[src/rtl/midi_parser_if.sv]
// Byte stream into the MIDI parser and the decoded events coming back out.
// Valid/ready: there is no ready; the parser accepts every byte on any cycle i_valid is high.
interface midi_parser_if;
    logic       i_valid;
    logic [7:0] i_data;
    logic [3:0] i_channel;
    logic       o_note_on;
    logic       o_note_off;
    logic       o_cc;
    logic       o_pb;
    logic       o_clock;
    logic [3:0] o_channel;
    logic [6:0] o_data1;
    logic [6:0] o_data2;
    logic [1:0] dbg_state;
    logic       dbg_running;

    modport slave (
        input  i_valid, i_data, i_channel,
        output o_note_on, o_note_off, o_cc, o_pb, o_clock,
        output o_channel, o_data1, o_data2, dbg_state, dbg_running
    );

    modport master (
        output i_valid, i_data, i_channel,
        input  o_note_on, o_note_off, o_cc, o_pb, o_clock,
        input  o_channel, o_data1, o_data2, dbg_state, dbg_running
    );
endinterface

[src/rtl/midi_parser.sv]
// MIDI byte-stream parser: running status, real-time interleaving, SysEx skipping,
// and note/CC/pitch-bend event decode with an optional single-channel filter.
module midi_parser #(
    parameter bit OMNI = 1'b0
) (
    input  logic          i_clk,
    input  logic          i_reset_n,
    midi_parser_if.slave  bus
);
    typedef enum logic [1:0] {IDLE, WAIT_D1, WAIT_D2, SYSEX} state_t;

    state_t     state, state_n;
    logic [2:0] msg_type, msg_type_n;
    logic [3:0] msg_chan, msg_chan_n;
    logic       chan_ok, chan_ok_n;
    logic       running, running_n;
    logic [6:0] d1, d1_n;
    logic       note_on_n, note_off_n, cc_n, pb_n, clock_n;
    logic [3:0] channel_n;
    logic [6:0] data1_n, data2_n;
    logic       two_data;

    // Program change (0xC) and channel pressure (0xD) carry one data byte.
    assign two_data = (msg_type != 3'd4) && (msg_type != 3'd5);

    always_comb begin
        state_n    = state;
        msg_type_n = msg_type;
        msg_chan_n = msg_chan;
        chan_ok_n  = chan_ok;
        running_n  = running;
        d1_n       = d1;
        note_on_n  = 1'b0;
        note_off_n = 1'b0;
        cc_n       = 1'b0;
        pb_n       = 1'b0;
        clock_n    = 1'b0;
        channel_n  = bus.o_channel;
        data1_n    = bus.o_data1;
        data2_n    = bus.o_data2;
        if (bus.i_valid) begin
            if (bus.i_data >= 8'hF8) begin
                clock_n = (bus.i_data == 8'hF8);
            end else if (bus.i_data == 8'hF0) begin
                running_n = 1'b0;
                state_n   = SYSEX;
            end else if (bus.i_data >= 8'hF1) begin
                running_n = 1'b0;
                state_n   = IDLE;
            end else if (bus.i_data[7]) begin
                msg_type_n = bus.i_data[6:4];
                msg_chan_n = bus.i_data[3:0];
                chan_ok_n  = OMNI || (bus.i_data[3:0] == bus.i_channel);
                running_n  = 1'b1;
                state_n    = WAIT_D1;
            end else begin
                case (state)
                    WAIT_D1: begin
                        if (two_data) begin
                            d1_n    = bus.i_data[6:0];
                            state_n = WAIT_D2;
                        end
                    end
                    WAIT_D2: begin
                        state_n = WAIT_D1;
                        if (chan_ok) begin
                            case (msg_type)
                                3'd0: note_off_n = 1'b1;
                                3'd1: begin
                                    if (bus.i_data[6:0] != 7'd0) note_on_n  = 1'b1;
                                    else                         note_off_n = 1'b1;
                                end
                                3'd3: cc_n = 1'b1;
                                3'd6: pb_n = 1'b1;
                                default: ;
                            endcase
                        end
                        if (note_on_n || note_off_n || cc_n || pb_n) begin
                            channel_n = msg_chan;
                            data1_n   = d1;
                            data2_n   = bus.i_data[6:0];
                        end
                    end
                    default: ;
                endcase
            end
        end
    end

    always_ff @(posedge i_clk or negedge i_reset_n) begin
        if (!i_reset_n) begin
            state          <= IDLE;
            msg_type       <= 3'd0;
            msg_chan       <= 4'd0;
            chan_ok        <= 1'b0;
            running        <= 1'b0;
            d1             <= 7'd0;
            bus.o_note_on  <= 1'b0;
            bus.o_note_off <= 1'b0;
            bus.o_cc       <= 1'b0;
            bus.o_pb       <= 1'b0;
            bus.o_clock    <= 1'b0;
            bus.o_channel  <= 4'd0;
            bus.o_data1    <= 7'd0;
            bus.o_data2    <= 7'd0;
        end else begin
            state          <= state_n;
            msg_type       <= msg_type_n;
            msg_chan       <= msg_chan_n;
            chan_ok        <= chan_ok_n;
            running        <= running_n;
            d1             <= d1_n;
            bus.o_note_on  <= note_on_n;
            bus.o_note_off <= note_off_n;
            bus.o_cc       <= cc_n;
            bus.o_pb       <= pb_n;
            bus.o_clock    <= clock_n;
            bus.o_channel  <= channel_n;
            bus.o_data1    <= data1_n;
            bus.o_data2    <= data2_n;
        end
    end

    assign bus.dbg_state   = state;
    assign bus.dbg_running = running;
endmodule

[src/flat_wrapper.sv]
// flat-port wrapper written by rule: the top's interface ports become plain ports
module midi_parser_flat 
#(
    parameter bit OMNI = 1'b0
)
  (i_clk, i_reset_n, bus_i_valid, bus_i_data, bus_i_channel, bus_o_note_on, bus_o_note_off, bus_o_cc, bus_o_pb, bus_o_clock, bus_o_channel, bus_o_data1, bus_o_data2, bus_dbg_state, bus_dbg_running);
  midi_parser_if bus_i ();
  input  logic i_clk;
  input  logic i_reset_n;
  input wire logic [$bits(bus_i.i_valid)-1:0] bus_i_valid;
  input wire logic [$bits(bus_i.i_data)-1:0] bus_i_data;
  input wire logic [$bits(bus_i.i_channel)-1:0] bus_i_channel;
  output wire logic [$bits(bus_i.o_note_on)-1:0] bus_o_note_on;
  output wire logic [$bits(bus_i.o_note_off)-1:0] bus_o_note_off;
  output wire logic [$bits(bus_i.o_cc)-1:0] bus_o_cc;
  output wire logic [$bits(bus_i.o_pb)-1:0] bus_o_pb;
  output wire logic [$bits(bus_i.o_clock)-1:0] bus_o_clock;
  output wire logic [$bits(bus_i.o_channel)-1:0] bus_o_channel;
  output wire logic [$bits(bus_i.o_data1)-1:0] bus_o_data1;
  output wire logic [$bits(bus_i.o_data2)-1:0] bus_o_data2;
  output wire logic [$bits(bus_i.dbg_state)-1:0] bus_dbg_state;
  output wire logic [$bits(bus_i.dbg_running)-1:0] bus_dbg_running;
  assign bus_i.i_valid = bus_i_valid;
  assign bus_i.i_data = bus_i_data;
  assign bus_i.i_channel = bus_i_channel;
  assign bus_o_note_on = bus_i.o_note_on;
  assign bus_o_note_off = bus_i.o_note_off;
  assign bus_o_cc = bus_i.o_cc;
  assign bus_o_pb = bus_i.o_pb;
  assign bus_o_clock = bus_i.o_clock;
  assign bus_o_channel = bus_i.o_channel;
  assign bus_o_data1 = bus_i.o_data1;
  assign bus_o_data2 = bus_i.o_data2;
  assign bus_dbg_state = bus_i.dbg_state;
  assign bus_dbg_running = bus_i.dbg_running;
  midi_parser #(.OMNI(OMNI)) u_core (.i_clk(i_clk), .i_reset_n(i_reset_n), .bus(bus_i));
endmodule
[config.mk]
export PLATFORM = sky130hd
export DESIGN_NAME = midi_parser_flat
export DESIGN_NICKNAME = d
export VERILOG_FILES = /design/src/rtl/midi_parser_if.sv /design/src/rtl/midi_parser.sv /design/src/flat_wrapper.sv
export SDC_FILE = /design/constraint.sdc
export NUM_CORES = 1
export LEC_CHECK = 0
export ABC_AREA = 1
export CORE_MARGIN = 4
export CORE_UTILIZATION = 50
export CTS_CLUSTER_DIAMETER = 40
export DETAILED_ROUTE_END_ITERATION = 16
export PLACE_DENSITY = 0.8
export SLEW_MARGIN = 10
export SYNTH_ARGS = -nofsm -noshare
export SYNTH_HDL_FRONTEND = slang
export SYNTH_SLANG_ARGS = --single-unit
[constraint.sdc]
create_clock -name i_clk -period 3.5 [get_ports i_clk]
set_clock_uncertainty 0.05 [all_clocks]
set_input_delay 0.875 -clock i_clk [delete_from_list [all_inputs] [get_ports i_clk]]
set_output_delay 0.875 -clock i_clk [all_outputs]
set_load 0.01 [all_outputs]
* Word-level counts from Yosys, hierarchy flattened
Index checks and enable logic that the tools add are counted.
Cells by class: bitwise operators 4, divide/modulo/power cells 0, add/subtract/negate cells 0, order comparisons 2, multiply operators 0, equal/unequal tests 11, reduce and logical (&&, ||, !) cells 13, muxes and demuxes 68, shifts and indexed selects 0
Operator list (number):
- 1-bit 2-to-1 mux | 62
- 8-bit equality test (second input constant) | 2
- 8-bit >= comparator (second input constant) | 2
- 7-bit AND reduction | 2
- 2-bit 2-to-1 mux | 4
- 7-bit nonzero test | 1
- 3-bit != test (second input constant) | 2
- 5-bit by 2-bit != test with 1-bit output (second input constant) | 1
- 5-bit AND reduction | 1
- 5-bit nonzero test | 1
- 4-bit equality test | 1
- 1-bit inverter | 4
- 2-bit one-hot mux with 2 select lines | 1
- 4-bit AND reduction | 1
- 3-bit by 1-bit equality test with 1-bit output (second input constant) | 1
- 3-bit by 2-bit equality test with 1-bit output (second input constant) | 1
- 3-bit equality test (second input constant) | 1
- 3-bit zero test | 1
- 1-bit logical OR | 3
- 3-bit AND reduction | 1
- 3-bit nonzero test | 1
- 2-bit by 1-bit equality test with 1-bit output (second input constant) | 1
- 2-bit equality test (second input constant) | 1
- 1-bit one-hot mux with 2 select lines | 1
- 1-bit logical AND | 1
Word-level totals: latch bits 0, memories 0, memory bits (writable) 0, ROM bits 0, word-level logic and storage cells 112, bits in registers 41

* Depth between registers and ports, before layout
Gate-level depths: netlist of the first run.
word-level depth 16, mapped depth 9

* Worst setup path after synthesis of the first run
OpenSTA, ideal clock, no wires.
kind input-to-reg, start input port bus_i_valid, end register u_core.bus.o_data1[0], buffers on the path 2, arrival 1.589 ns, stages 9, setup time 0.117 ns, path slack 1.744 ns, data required time 3.333 ns, cells stage by stage inv_2 > nor2_2 > nand3_2 > clkinv_2 > nand2_2 > buf_6 > buf_6 > nand2_1 > nand2_1
Between the ends: cells in the longest elaborated chain, start to end 1
RTL lines:
- start, declared | RTL line flat_wrapper.sv:10 | input wire logic [$bits(bus_i.i_valid)-1:0] bus_i_valid;
- 7-bit AND reduction (no line)
- end signal, assigned | RTL line midi_parser.sv:119 | bus.o_data1 <= data1_n;
- end, declared | RTL line midi_parser_if.sv:21 | output o_channel, o_data1, o_data2, dbg_state, dbg_running
No other way between the ends. A chain may end at the register's enable or synchronous reset.

* Final worst setup path of the first run
start input port bus_i_valid, end register u_core.chan_ok
Between the ends: cells in the longest elaborated chain, start to end 1
RTL lines:
- 5-bit AND reduction (no line)
- end signal, assigned | RTL line midi_parser.sv:110 | chan_ok <= chan_ok_n;
- end, declared | RTL line midi_parser.sv:15 | logic chan_ok, chan_ok_n;
No other way between the ends.

==> flow_summary.toml, run 1 <==
[worst_setup_path]
critPathMaxStageDelay_ps = 650
cp_cell_sequence = "clkdlybuf4s50_1 -> nand2_1 -> nor2_1 -> inv_1 -> nand2_1 -> nand2_1"
cp.required_ps = 3680
crit_top_cell = "nand2_1"
crit_fanout = 16
end_kind = "flip-flop"
start_kind = "primary input"
cp.arrival_ps = 2510
crit_type = "primary input to flip-flop"
slowest_stage = "nor2_1"

[timing]
fin_crit_ps = 2330
fmax_mhz = 430
fin_ws_ps = 1170
slew_headroom_pct = 42.8
rsz0062_at_grt = "no"
finalHoldViolCount = 0
setup_viol = 0
finalSetupTns_ps = 0
period_share_pct = 66.5
report.final.slew_viol_count = 0
worst_slew_pin_slew_ps = 858

[cts]
holdBufCountCts = 0
cts_buffers = 5
h-tree-depth = 2
path_clk_slew_ps = 120
cts_tree = "done"
cts-root-buf = "clkbuf_4"
post_cts_buffers = 0
insertion_delay_ps = 340
cts_resized = 0
clkSinkCount = 41
clock_path_buffers = 2

[synthesis]
seq_area_frac_synth_pct = 58.5
ys_ff_latch = 41
postSynthCellCount = 203
yosys_warnings = 0
synth_cell_type_count = 20
synthXorXnorAreaFrac_pct = 2.00
synthAdderAreaFrac_pct = 0
synthMuxAreaShare_pct = 0
synth_top_family_by_area = "simple AND/OR/NAND/NOR gates"
yosys.area_share.simple_pct = 24.0
synth_compound_area_share_pct = 8.63
synth_nets = 218
syn-cell-area_mm2 = 0.00175
syn-mean-instance-area_um2 = 8.64

[placement]
placed_cells = 284
io_buffers = 40
hpwl_mm = 2.58
gp_congestion = 0.792
dp_slack_ps = 852

[detailed_routing]
drtAntennaViolNets = 0
drt-met1-wl_mm = 1.65
wl_mm = 3.48
drt-pass1-iter-count = 5
first_iter_violations = 57
wl_met3_um = 159
highest_layer = "met4"
route.detailed.drc = 0
wl_per_cell_um = 11.9
wl_met2_mm = 1.63
vias_per_cell = 4.77
dr_total_vias = 1393

[floorplanning]
die-height_um = 67.2
dieArea_mm2 = 0.00452
num_io_pins = 41
core_mm2 = 0.00336
num_rows = 21
initial_utilization_pct = 52.2
die_w_um = 67.2

[power_and_ir_drop]
p_switching_uw = 355
power_per_cell_area_mw_per_mm2 = 540
ir_drop_uv = 420
p_leak_nw = 1.10
seq_power_share_pct = 51.1
combPwrFrac_pct = 23.1
intPower_uw = 866
swShare_pct = 29.1
pwr-share-clk_pct = 25.8

[layout]
antenna_cells = 0
areaGrowthSynthToFinish_pct = 28.8
drive_above_1_share_pct = 7.32
final_cells = 292
layout.nets = 260

[global_routing]
grt-ovfl-total = 0
antenna_found_initial = 0
grt_max_degree = 42
grt_pass1_wl_mm = 5.92
grt_usage_pct = 17.4
grt_pass1_vias = 1319

[worst_hold_path]
hold_class = "flip-flop to flip-flop"

[status]
status = "completed"

[job]
cap_violations = 0
## registers in the layout, indices dropped and copies added (netlist names)
name,count
u_core.bus.dbg_running,1
u_core.bus.dbg_state,2
u_core.bus.o_cc,1
u_core.bus.o_channel,4
u_core.bus.o_clock,1
u_core.bus.o_data1,7
u_core.bus.o_data2,7
u_core.bus.o_note_off,1
u_core.bus.o_note_on,1
u_core.bus.o_pb,1
u_core.chan_ok,1
u_core.d1,7
u_core.msg_chan,4
u_core.msg_type,3
## cell type report
cell class / instances / area (um2)
sequential: 41 / 1030
clock buffer: 6 / 51.3
timing repair buffer: 40 / 395
tap: 46 / 57.6
inverter: 22 / 83.8
fill: 310 / 1100
clock inverter: 2 / 37.5
multi-input combinational: 135 / 608
## metrics by stage
stage	util [%]	power (mW)	hold slack, ps	area, um2
after global placement	64.5	0.905	411	2170
final	67.2	1.22	431	2260
after CTS	67.2	1.23	438	2260
after global routing	67.2	1.32	468	2260
after detailed placement	64.5	0.917	409	2170
after floorplan	-	0.771	404	1750
## placed cells by master, fill, tap and decap left out
master	count
a21oi_1	1
buf_2	1
bufinv_16	1
clkbuf_4	5
clkbuf_8	1
clkdlybuf4s50_1	39
clkinv_2	1
clkinvlp_4	1
dfrtp_1	41
inv_1	20
inv_2	1
nand2_1	66
nand2_2	2
nand3_1	12
nand3_2	1
nand4_1	1
nor2_1	18
nor2_2	1
nor3_1	1
nor4_1	1
o21ai_0	24
o21ai_2	3
xor2_1	4
## per-layer routing
| metal | up-vias | global-route usage (%) |
|---|---|---|
| met5 | - | 0 |
| met3 | 5 | 3.49 |
| met2 | 36 | 28.1 |
| li1 | 717 | - |
| met1 | 635 | 24.1 |
| met4 | 0 | 4.56 |
## worst max-delay path, delay by kind of cell
family,cells,cell delay [ps]
buf+inv,2,720
simple gates,4,920
## kinds of logic (layout without fill, tap and decap cells)
kind of cell | count (synthesis) | after routing
XOR/XNOR | 4 | 4
flip-flops | 41 | 41
buffers and inverters | 27 | 70
AO/OA/AOI/OAI | 28 | 28
AND/OR/NAND/NOR | 103 | 103
## path summary, 6_finish.rpt
path	start	to	slack, ps	depth (start not counted)
min in group asynchronous	i_reset_n	u_core.msg_type[1]	590	1
worst min-delay path	u_core.bus.o_data1[0]	u_core.bus.o_data1[0]	430	2
worst max register to register	u_core.msg_type[0]	u_core.bus.o_data2[2]	1920	5
worst min register to register	u_core.bus.o_data1[0]	u_core.bus.o_data1[0]	430	2
max in group asynchronous	i_reset_n	u_core.d1[4]	2280	1
worst max-delay path	bus_i_valid	u_core.chan_ok	1170	6
## synthesized netlist by cell type
| cell | instances | share of area, % |
|---|---|---|
| a21oi_1 | 1 | 0.29 |
| buf_2 | 2 | 0.57 |
| buf_6 | 2 | 1.3 |
| clkbuf_1 | 1 | 0.21 |
| clkinv_2 | 1 | 0.29 |
| dfrtp_1 | 41 | 58 |
| inv_1 | 20 | 4.3 |
| inv_2 | 1 | 0.21 |
| nand2_1 | 66 | 14 |
| nand2_2 | 2 | 0.71 |
| nand3_1 | 12 | 3.4 |
| nand3_2 | 1 | 0.57 |
| nand4_1 | 1 | 0.36 |
| nor2_1 | 18 | 3.9 |
| nor2_2 | 1 | 0.36 |
| nor3_1 | 1 | 0.29 |
| nor4_1 | 1 | 0.36 |
| o21ai_0 | 24 | 6.8 |
| o21ai_2 | 3 | 1.5 |
| xor2_1 | 4 | 2.0 |
## power groups by stage
stage	registers, mW	clock network, mW	logic [mW]
after CTS	0.623	0.325	0.288
final	0.624	0.315	0.282
after global placement	0.630	0	0.275
after floorplan	0.637	0	0.134
after global routing	0.637	0.354	0.326
after detailed placement	0.631	0	0.286
Power figures use the tool's default switching activity.
==> inputs of run 2 (changes only) <==
- CORE_UTILIZATION: 50 -> 44
- PLACE_DENSITY: 0.8 -> 0.75
- clock period: 3.5 -> 2.1 ns (I/O delays scaled with it)
==> flow_summary.toml, run 2 (same netlist as run 1, synthesis figures left out) <==
[timing]
period_share_pct = 90.6
fin_crit_ps = 1900
rsz0062_at_grt = "no"
fin_ws_ps = 198
finalHoldViolCount = 0
fmax_mhz = 526
report.final.slew_viol_count = 0
slew_headroom_pct = 66.3
finalSetupTns_ps = 0
worst_slew_pin_slew_ps = 505
setup_viol = 0

[layout]
final_cells = 299
fill_cells = 346
layout.nets = 265
areaGrowthSynthToFinish_pct = 33.6
antenna_cells = 0
layout_common_cells = "66 x nand2_1, 41 x dfrtp_1, 39 x clkdlybuf4s50_1"
mostFrequentLayoutCell = "nand2_1"
top_regs = "u_core.bus.o_data1: 7 flops, u_core.bus.o_data2: 7 flops, u_core.d1: 7 flops"
drive_above_1_share_pct = 9.16

[cts]
clkSinkCount = 41
insertion_delay_ps = 290
holdBufCountCts = 0
clock_path_buffers = 2
h-tree-depth = 2
cts_resized = 0
path_clk_slew_ps = 80
cts_buffers = 5
cts_tree = "done"
cts-root-buf = "clkbuf_8"
post_cts_buffers = 0

[detailed_routing]
drt-met1-wl_mm = 1.62
wl_mm = 3.57
drtAntennaViolNets = 0
dr_total_vias = 1433
wl_per_cell_um = 11.9
wl_met2_mm = 1.71
wl_met3_um = 191
route.detailed.drc = 0
vias_per_cell = 4.79
drt-pass1-iter-count = 6
highest_layer = "met4"
first_iter_violations = 79

[global_routing]
grt-ovfl-total = 0
grt_usage_pct = 15.7
grt_pass1_wl_mm = 6.31
grt_pass1_vias = 1350
antenna_found_initial = 0
grt_max_degree = 42

[worst_hold_path]
hold_class = "primary input to asynchronous set/reset pin"

[worst_setup_path]
critical_path_buf_inv_count = 1
start_kind = "flip-flop"
critPathLaunch = "u_core.bus.dbg_state[1]"
crit_fanout = 7
critPathMaxStageDelay_ps = 580
r2r-start = "u_core.bus.dbg_state[1]"
cp_cell_sequence = "clkdlybuf4s50_1"
end_kind = "output port"
cp.arrival_ps = 1330
crit_type = "flip-flop to output port"
cp.required_ps = 1520
critical_path.top_delay_family = "buffers and inverters"
slowest_stage = "clkdlybuf4s50_1"

[job]
cap_violations = 0

[power_and_ir_drop]
p_leak_nw = 1.14
ir_drop_uv = 491
power_per_cell_area_mw_per_mm2 = 926

[floorplanning]
core_mm2 = 0.00374
die-height_um = 71.1
dieArea_mm2 = 0.00506
num_rows = 22
initial_utilization_pct = 46.9
die_w_um = 71.1
num_io_pins = 41

[placement]
hpwl_mm = 2.61
io_buffers = 40
placed_cells = 291
dp_slack_ps = 119
gp_congestion = 0.811

[status]
status = "completed"
[run 2: changes by cell type in the layout (fill, tap and decap cells not counted)]
cell and delta:
buf_12 +1, buf_4 +4, clkbuf_8 +5, clkbuf_4 -5
[run 2: metrics by stage]
step                      area, um2  util, %  power, mW  hold WS [ps]
after floorplan                1750        -       1.29           179
after global placement         2220     59.4       1.52           408
after detailed placement       2220     59.4       1.53           412
after CTS                      2340     62.6       2.19           242
after global routing           2340     62.6       2.31           272
final                          2340     62.6       2.17           226
[run 2: where the power goes]
| part | leakage, nW | switching [mW] | total (mW) | internal (mW) |
|---|---|---|---|---|
| Clock | 0.0574 | 0.275 | 0.661 | 0.386 |
| Combinational | 0.542 | 0.244 | 0.474 | 0.231 |
| Sequential | 0.542 | 0.0959 | 1.03 | 0.938 |
[run 2: cell type report]
class	count	area, um2	area share, %
Clock buffer	6	82.6	3.52
Sequential cell	41	1030	43.8
Multi-Input combinational cell	135	608	25.9
Inverter	22	83.8	3.58
Timing Repair Buffer	45	445	19.0
Tap cell	48	60.1	2.56
Clock inverter	2	37.5	1.60
[run 2: worst register-to-register path, stage by stage (launching register included)]
cell and delay [ps]:
dfrtp_1 450, inv_1 80, nand2_1 40, nor2_1 160, nand2_1 280, nand2_1 140
o21ai_0 80
[run 2: final timing paths]
check                      slack (ps)  cells past startpoint                 endpoint
setup / recovery                  200                      1         bus_dbg_state[1]
hold / removal                    230                      2  u_core.bus.o_channel[0]
setup reg to reg                  690                      6             u_core.d1[1]
hold reg to reg                   420                      2    u_core.bus.o_data1[3]
max in group asynchronous        1420                      2          u_core.bus.o_pb
min in group i_clk                420                      2    u_core.bus.o_data1[3]
[run 2: per-layer routing]
metal  vias up  track usage, %
met3         6            3.98
met5         -               0
met2        40            24.6
met4         0            5.01
li1        727               -
met1       660            21.4
